<file path="config.mk">
export PLATFORM = sky130hd
export DESIGN_NAME = tt_memop_queue_fsm
export DESIGN_NICKNAME = d
export VERILOG_FILES = /design/src/rtl/tt_memop_queue_fsm.sv
export SDC_FILE = /design/constraint.sdc
export NUM_CORES = 1
export LEC_CHECK = 0
export BUFFER_PORTS_ARGS = -buffer_cell sky130_fd_sc_hd__buf_2
export CORE_ASPECT_RATIO = 0.75
export CORE_MARGIN = 2
export CORE_UTILIZATION = 25
export DETAILED_ROUTE_END_ITERATION = 10
export HOLD_SLACK_MARGIN = 0.08
export PLACE_DENSITY = 0.41
export REMOVE_ABC_BUFFERS = 1
export SLEW_MARGIN = 30
export SYNTH_ARGS = -nofsm -noshare
export SYNTH_HDL_FRONTEND = slang
export SYNTH_SLANG_ARGS = --single-unit
</file>
<file path="constraint.sdc">
create_clock -name i_clk -period 4.75 [get_ports i_clk]
set_input_delay 0.95 -clock i_clk [delete_from_list [all_inputs] [get_ports i_clk]]
set_output_delay 0.95 -clock i_clk [all_outputs]
set_load 0.03 [all_outputs]
</file>
<file path="src/rtl/tt_memop_queue_fsm.sv">
// tt_memop_queue_fsm: in-order queue of outstanding vector load/store memops.
// New memop uops can be accepted while the oldest memop holds the single
// OVI memop-sync channel. Commits retire the head in program order.
module tt_memop_queue_fsm #(
  parameter int unsigned NUM_SLOTS = 2,
  parameter int unsigned UOP_CNT_W = 4
) (
  input  logic                             i_clk,
  input  logic                             i_reset_n,
  input  logic                             i_load,
  input  logic                             i_store,
  input  logic                             i_id_ex_rts,
  input  logic                             i_ex_rtr,
  input  logic                             i_last_uop,
  input  logic                             i_lq_empty,
  input  logic                             i_mem_req,
  input  logic                             i_memop_sync_end,
  input  logic                             i_flush,
  output logic                             o_memop_sync_start,
  output logic                             o_completed_valid,
  output logic                             o_completed_store,
  output logic [UOP_CNT_W-1:0]             o_completed_uops,
  output logic                             o_wait_for_sync_end,
  output logic                             o_ovi_stall,
  output logic [$clog2(NUM_SLOTS+1)-1:0]   o_occupancy
);

  localparam int unsigned PTR_W = (NUM_SLOTS > 1) ? $clog2(NUM_SLOTS) : 1;
  localparam int unsigned OCC_W = $clog2(NUM_SLOTS + 1);
  localparam logic [PTR_W-1:0] LAST_PTR = PTR_W'(NUM_SLOTS - 1);

  typedef enum logic [2:0] {
    S_FREE    = 3'd0,
    S_PREPARE = 3'd1,
    S_READY   = 3'd2,
    S_BUSY    = 3'd3,
    S_COMMIT  = 3'd4
  } slot_state_e;

  slot_state_e                state_q    [NUM_SLOTS];
  slot_state_e                state_d    [NUM_SLOTS];
  logic [UOP_CNT_W-1:0]       uop_cnt_q  [NUM_SLOTS];
  logic [UOP_CNT_W-1:0]       uop_cnt_d  [NUM_SLOTS];
  logic [NUM_SLOTS-1:0]       is_store_q;
  logic [NUM_SLOTS-1:0]       is_store_d;
  logic [PTR_W-1:0]           head_q, head_d;
  logic [PTR_W-1:0]           tail_q, tail_d;
  logic                       sent_sync_q, sent_sync_d;

  logic [OCC_W-1:0]           occ;
  logic                       has_prep;
  logic [PTR_W-1:0]           prep_idx;
  slot_state_e                head_state;
  logic                       head_store;
  logic [UOP_CNT_W-1:0]       head_uops;
  logic                       queue_full;
  logic                       stall;
  logic                       uop_fire;
  logic                       sync_start;
  logic                       commit;

  function automatic logic [PTR_W-1:0] next_ptr(input logic [PTR_W-1:0] p);
    return (p == LAST_PTR) ? '0 : p + PTR_W'(1);
  endfunction

  // Occupancy and location of the (at most one) PREPARE entry
  always_comb begin
    occ      = '0;
    has_prep = 1'b0;
    prep_idx = '0;
    for (int unsigned i = 0; i < NUM_SLOTS; i++) begin
      if (state_q[i] != S_FREE) occ = occ + OCC_W'(1);
      if (state_q[i] == S_PREPARE) begin
        has_prep = 1'b1;
        prep_idx = PTR_W'(i);
      end
    end
  end

  // Head view, handshake qualifiers and combinational outputs
  always_comb begin
    head_state  = state_q[head_q];
    head_store  = is_store_q[head_q];
    head_uops   = uop_cnt_q[head_q];
    queue_full  = (occ == OCC_W'(NUM_SLOTS));
    stall       = queue_full & ~has_prep;
    uop_fire    = (i_load | i_store) & i_id_ex_rts & i_ex_rtr & ~stall;
    sync_start  = (head_state == S_BUSY) & (head_store | ~i_mem_req) & ~sent_sync_q;
    commit      = (head_state == S_COMMIT) & i_lq_empty;

    o_memop_sync_start  = sync_start;
    o_completed_valid   = commit;
    o_completed_store   = commit & head_store;
    o_completed_uops    = commit ? head_uops : '0;
    o_wait_for_sync_end = (head_state == S_BUSY) & sent_sync_q;
    o_ovi_stall         = stall;
    o_occupancy         = occ;
  end

  // Next-state: head progression, then flush (wins over allocation), then uop accept
  always_comb begin
    state_d     = state_q;
    uop_cnt_d   = uop_cnt_q;
    is_store_d  = is_store_q;
    head_d      = head_q;
    tail_d      = tail_q;
    sent_sync_d = sent_sync_q | sync_start;

    case (head_state)
      S_READY:  state_d[head_q] = S_BUSY;
      S_BUSY:   if (i_memop_sync_end) state_d[head_q] = S_COMMIT;
      S_COMMIT: if (commit) begin
        state_d[head_q] = S_FREE;
        head_d          = next_ptr(head_q);
      end
      default: ;
    endcase

    if (i_flush) begin
      // A READY head promoted above is not yet in sync, so it is discarded too
      for (int unsigned i = 0; i < NUM_SLOTS; i++) begin
        if (state_q[i] == S_PREPARE || state_q[i] == S_READY) state_d[i] = S_FREE;
      end
      tail_d = (head_state == S_BUSY || head_state == S_COMMIT) ? next_ptr(head_q) : head_q;
    end else if (uop_fire) begin
      if (has_prep) begin
        if (uop_cnt_q[prep_idx] != '1) uop_cnt_d[prep_idx] = uop_cnt_q[prep_idx] + UOP_CNT_W'(1);
        if (i_last_uop) state_d[prep_idx] = (prep_idx == head_q) ? S_BUSY : S_READY;
      end else begin
        is_store_d[tail_q] = i_store;
        uop_cnt_d[tail_q]  = UOP_CNT_W'(1);
        if (!i_last_uop)    state_d[tail_q] = S_PREPARE;
        else if (occ == '0) state_d[tail_q] = S_BUSY;
        else                state_d[tail_q] = S_READY;
        tail_d = next_ptr(tail_q);
      end
    end

    if (head_d != head_q || state_d[head_q] != S_BUSY) sent_sync_d = 1'b0;
  end

  // Registered queue state
  always_ff @(posedge i_clk or negedge i_reset_n) begin
    if (!i_reset_n) begin
      for (int unsigned i = 0; i < NUM_SLOTS; i++) begin
        state_q[i]   <= S_FREE;
        uop_cnt_q[i] <= '0;
      end
      is_store_q  <= '0;
      head_q      <= '0;
      tail_q      <= '0;
      sent_sync_q <= 1'b0;
    end else begin
      for (int unsigned i = 0; i < NUM_SLOTS; i++) begin
        state_q[i]   <= state_d[i];
        uop_cnt_q[i] <= uop_cnt_d[i];
      end
      is_store_q  <= is_store_d;
      head_q      <= head_d;
      tail_q      <= tail_d;
      sent_sync_q <= sent_sync_d;
    end
  end

endmodule

</file>
==> results list <==
- Hold worst-path end: uop_cnt_q[4]$_DFFE_PN0P_
* Final count of pins violating max slew: 0
- Unrepaired setup endpoints after global routing: false
- Post-detailed-placement half-perimeter wirelength: approximately 3100 µm
- In the final timing run, aggregate negative setup slack is 0 ns.
* Count of input and output buffers: 21
- Compound-gate portion of the synthesized area: around 20%
- H-tree depth: 1
- Lkg Pwr: ~0.8 nW
* Count of state elements after synthesis: 19
- Critical Path Fanout Max: 15
- Global-route usage over all layers: 12.72%
- During I/O placement, the number of pins put on the boundary was 22.
* Count of nets left with antenna violations after detail routing: 0
- Headroom to the max-slew limit came out at approximately 47%.
- For this block, the initial DRC count from the detailed router was between 100 and 150.
- For this run, the slowest stage of the critical path takes 0.67 ns.
- In this run the horizontal extent of the chip is ~95 µm.
* Detailed Route WL: between 4000 and 5000 µm
- Die H: a little over 70 µm
- The floorplan step defined a die boundary enclosing 0.006817 mm².
- CTS tree: built
- Summing all placed instances gives a cell area of roughly 0.0017 mm².
- Among cell families on the critical path, the largest total delay comes from simple AND/OR/NAND/NOR gates.
- VDD sags by at most about 210 µV.
- In the global route stage, met2 resource usage came out at between 20% and 30%.
* CP max-delay cell: sky130_fd_sc_hd__or3b_1
- Max Root-Sink Buffers: 2
- The startpoint identified for the worst register-to-register timing path is state_q[1]$_DFF_PN0_.
- Maximum clock rate: roughly 0.33 GHz
- The endpoint identified for the worst register-to-register timing path is sent_sync_q$_DFF_PN0_.
* Insertion delay of the later-clocked pin in the worst-skew pair: 0.26 ns
- Detailed Routing Iterations Pass 1: 4
- Fin crit share: a little over three fifths
- TritonCTS created 3 clock buffers.
- Final Net Count: 209
- Class of the most critical setup path: reg -> out
* Number of failing hold endpoints at the final stage: 0
- On the final layout, the worst clock skew is slightly above 0.005 ns.
- Simple-gate portion of the synthesized area: 28.90%
- Utilization after layout: 29.34%
- For this design the ratio of total power to cell area is between 500 and 600 mW/mm².
- The repair_antennas step left the layout with diodes totalling 0.
* Average cell area after synthesis: 8.516 µm²
- Kind of path behind the tightest hold check: reg -> reg
- Per-cell routed wire length: 15.39 µm
- The worst setup path is launched from a flop.
* Arithmetic-cell share of the synthesized area counting full adders, half adders and majority gates: 3.247%
* Cells after Synth: about 180
* Hold bufs inserted after CTS: 0
- Of the synthesized area, sequential elements account for between 30% and 40%.
- The root buffer cell chosen for the clock tree is sky130_fd_sc_hd__clkbuf_8.
- The congestion estimate from routability-driven global placement came to 0.7817.
* Core area: around 0.0059 mm²
- The layer flagged by global routing as most heavily used is met2.
- Relative to the synthesized area, the layout overhead comes to 12.01%.
* First-pass GRT wire length: 6803 µm
- Setup slack closes at 1.746 ns.
* Combined flip-flop and latch cell area: roughly 480 µm²
* Hold path startpoint: uop_cnt_q[4]$_DFFE_PN0P_
* Combinational family with the most area after synthesis: simple AND/OR/NAND/NOR gates
* Max-cap violations: 0
- Met1 GRT Util: between 10% and 20%
* Area of combinational cells with multiple inputs: ~970 µm²
- Of all cell types, the one taking the most synthesized area is sky130_fd_sc_hd__dfrtp_1.
- After synthesis, the netlist uses 52 different library cells.
* Final number of setup-violating endpoints: 0
* Depth of the worst register-to-register path: 8
- Together, buffers and inverters on the worst path number 2.
* Yosys warning count: 0
- Worst slew pin tran: ~0.79 ns
- Hold-critical path depth: 1
- Worst-case setup slack after placement: approximately 2 ns
* Cell area after synthesis: about 0.0015 mm²
* Arrival time at the worst endpoint: roughly 2.1 ns
- Summed over its instances, the top area cell type makes up 30.84% of the synthesized netlist area.
- The critical path goes through or3b_1 -> nand3_1 -> inv_1 -> buf_2.
- Effective utilization at floorplan: a little over a quarter
* CP endpoint kind: output pin
- Xor and xnor fraction of the mapped netlist area: under 10%
- Fraction of layout instances using a drive strength above 1: a little under a fifth
- Number of global-route vias before repair: about 1300
- Post-CTS sizing: 0
- Top cells by area, synth: sky130_fd_sc_hd__dfrtp_1 (31%), sky130_fd_sc_hd__mux2i_1 (6.5%), sky130_fd_sc_hd__nand2_1 (4.9%), sky130_fd_sc_hd__nor2_1 (4.6%), sky130_fd_sc_hd__o21ai_0 (3.9%)
- The number of setup buffers added after CTS is 0.
* Via Count: 1381
* Pin count of the biggest net entering global routing: 21
* Mux contribution to synthesized area: under 10%
- The flow ran to the end, and the final reports show no timing, DRC or antenna violations.
* Clock transition at the registers of the reported paths: 0.08 ns
* Post-route cell area: 0.001727 mm²
- Clock tree sinks: 19
- Filler Cells Inserted: roughly 660
* Required time worst endpoint: ~3.8 ns
- Count of standard-cell rows: 24
* Vias per cell: between 5 and 6
- For this run the aggregate overflow at the end of global routing stands at 0.
- Setup slack on the worst reg-to-reg path comes out at 1.96 ns.
- Time the worst path needs with I/O delays and setup: 3.004 ns
* Count of unresolved DRC violations after routing: 0
- In the global route stage, met3 resource usage came out at 2.804%.
* Number of antenna violations at the first check in global routing: 0
where the power goes:
part | switching [W] | total (W) | internal, W | leakage, nW
logic | 0.000360 | 0.000593 | 0.000233 | 0.526
registers | 0.0000906 | 0.000312 | 0.000222 | 0.239
clock network | 0.0000580 | 0.000118 | 0.0000597 | 0.0228
logic make-up after synthesis:
family,Yosys count
flops,19
buf+inv,20
compound gates,43
fa+ha+maj,4
simple gates,78
mux,13
xor+xnor,4
cell type report:
class,count,area share (%)
timing repair buffer,22,6.522
tap,78,5.652
sequential,19,27.54
inverter,6,1.304
multi-input combinational,142,56.38
clock buffer,4,2.609
placed cells by master, fill, tap and decap left out, types with 3 or more instances in the layout:
master,count
sky130_fd_sc_hd__xnor2_1,3
sky130_fd_sc_hd__nor3b_1,3
sky130_fd_sc_hd__nor2_1,19
sky130_fd_sc_hd__clkbuf_8,3
sky130_fd_sc_hd__inv_1,6
sky130_fd_sc_hd__nor3_1,4
sky130_fd_sc_hd__ha_1,4
sky130_fd_sc_hd__buf_2,21
sky130_fd_sc_hd__a22o_1,6
sky130_fd_sc_hd__mux2_2,3
sky130_fd_sc_hd__mux2i_1,10
sky130_fd_sc_hd__nand2_1,20
sky130_fd_sc_hd__dfrtp_1,19
sky130_fd_sc_hd__nand3_1,5
sky130_fd_sc_hd__o21ai_0,12
sky130_fd_sc_hd__or3_1,3
sky130_fd_sc_hd__a21oi_1,8
synth_stat cells (all sizes together):
master    n
ha        4
clkbuf    6
and4b     1
a211oi    1
o21ai    12
nor4      2
inv       6
nand4b    1
nand3b    3
and3      2
nor2b     1
or2       1
o2bb2ai   1
a22o      6
nand3     5
a21o      2
o31a      1
mux2i    10
xor2      1
a32o      1
dfrtp    19
buf       8
nor4b     2
nor3      5
a21oi     9
a311oi    1
nand2    20
nor2     19
o221ai    1
nand2b    2
and2b     1
or3       3
a41oi     1
or4b      1
xnor2     3
a31o      1
a2bb2oi   1
mux2      3
or3b      3
a31oi     2
and2      1
nor3b     5
o211ai    2
o311ai    1
worst reg2reg max path, cell delays in order, from the launching register on:
cell and delay, ns:
sky130_fd_sc_hd__dfrtp_1 0.52, sky130_fd_sc_hd__or3_1 0.49, sky130_fd_sc_hd__ha_1 0.27, sky130_fd_sc_hd__and2b_1 0.25, sky130_fd_sc_hd__nor4b_1 0.36, sky130_fd_sc_hd__nand4b_1 0.15
sky130_fd_sc_hd__and3_1 0.25, sky130_fd_sc_hd__and4b_1 0.20, sky130_fd_sc_hd__a31o_1 0.18
layer usage:
layer	wire (µm)	vias up
li1	-	676
met1	2117	680
met2	1877	23
met3	159	2
met4	17	0
met5	0	-
worst max-delay path by stage:
stage                         start               endpoint  slack (ns)  cells past startpoint
6_report       state_q[0]$_DFF_PN0_            o_ovi_stall        1.75                      4
5_1_grt        state_q[1]$_DFF_PN0_            o_ovi_stall        1.57                      4
4_1_cts        state_q[0]$_DFF_PN0_            o_ovi_stall        1.74                      4
3_5_place_dp   state_q[1]$_DFF_PN0_  sent_sync_q$_DFF_PN0_        2.01                      8
3_3_place_gp   state_q[1]$_DFF_PN0_  sent_sync_q$_DFF_PN0_        1.97                      8
2_1_floorplan  state_q[1]$_DFF_PN0_  sent_sync_q$_DFF_PN0_        2.23                      8
metrics by stage:
stage	cells	hold WS (ns)	total power, W
6_report	271	0.5111	0.001023
5_1_grt	271	0.5437	0.001107
4_1_cts	271	0.5115	0.001030
3_5_place_dp	267	0.4965	0.0009080
3_3_place_gp	267	0.5036	0.0009192
2_1_floorplan	167	0.4659	0.0007488
sequential cells by signal (all words and copies together) (netlist names):
| name | flops |
|---|---|
| head_q | 1 |
| is_store_q | 2 |
| sent_sync_q | 1 |
| state_q | 6 |
| tail_q | 1 |
| uop_cnt_q | 8 |
Power figures use the tool's default switching activity.
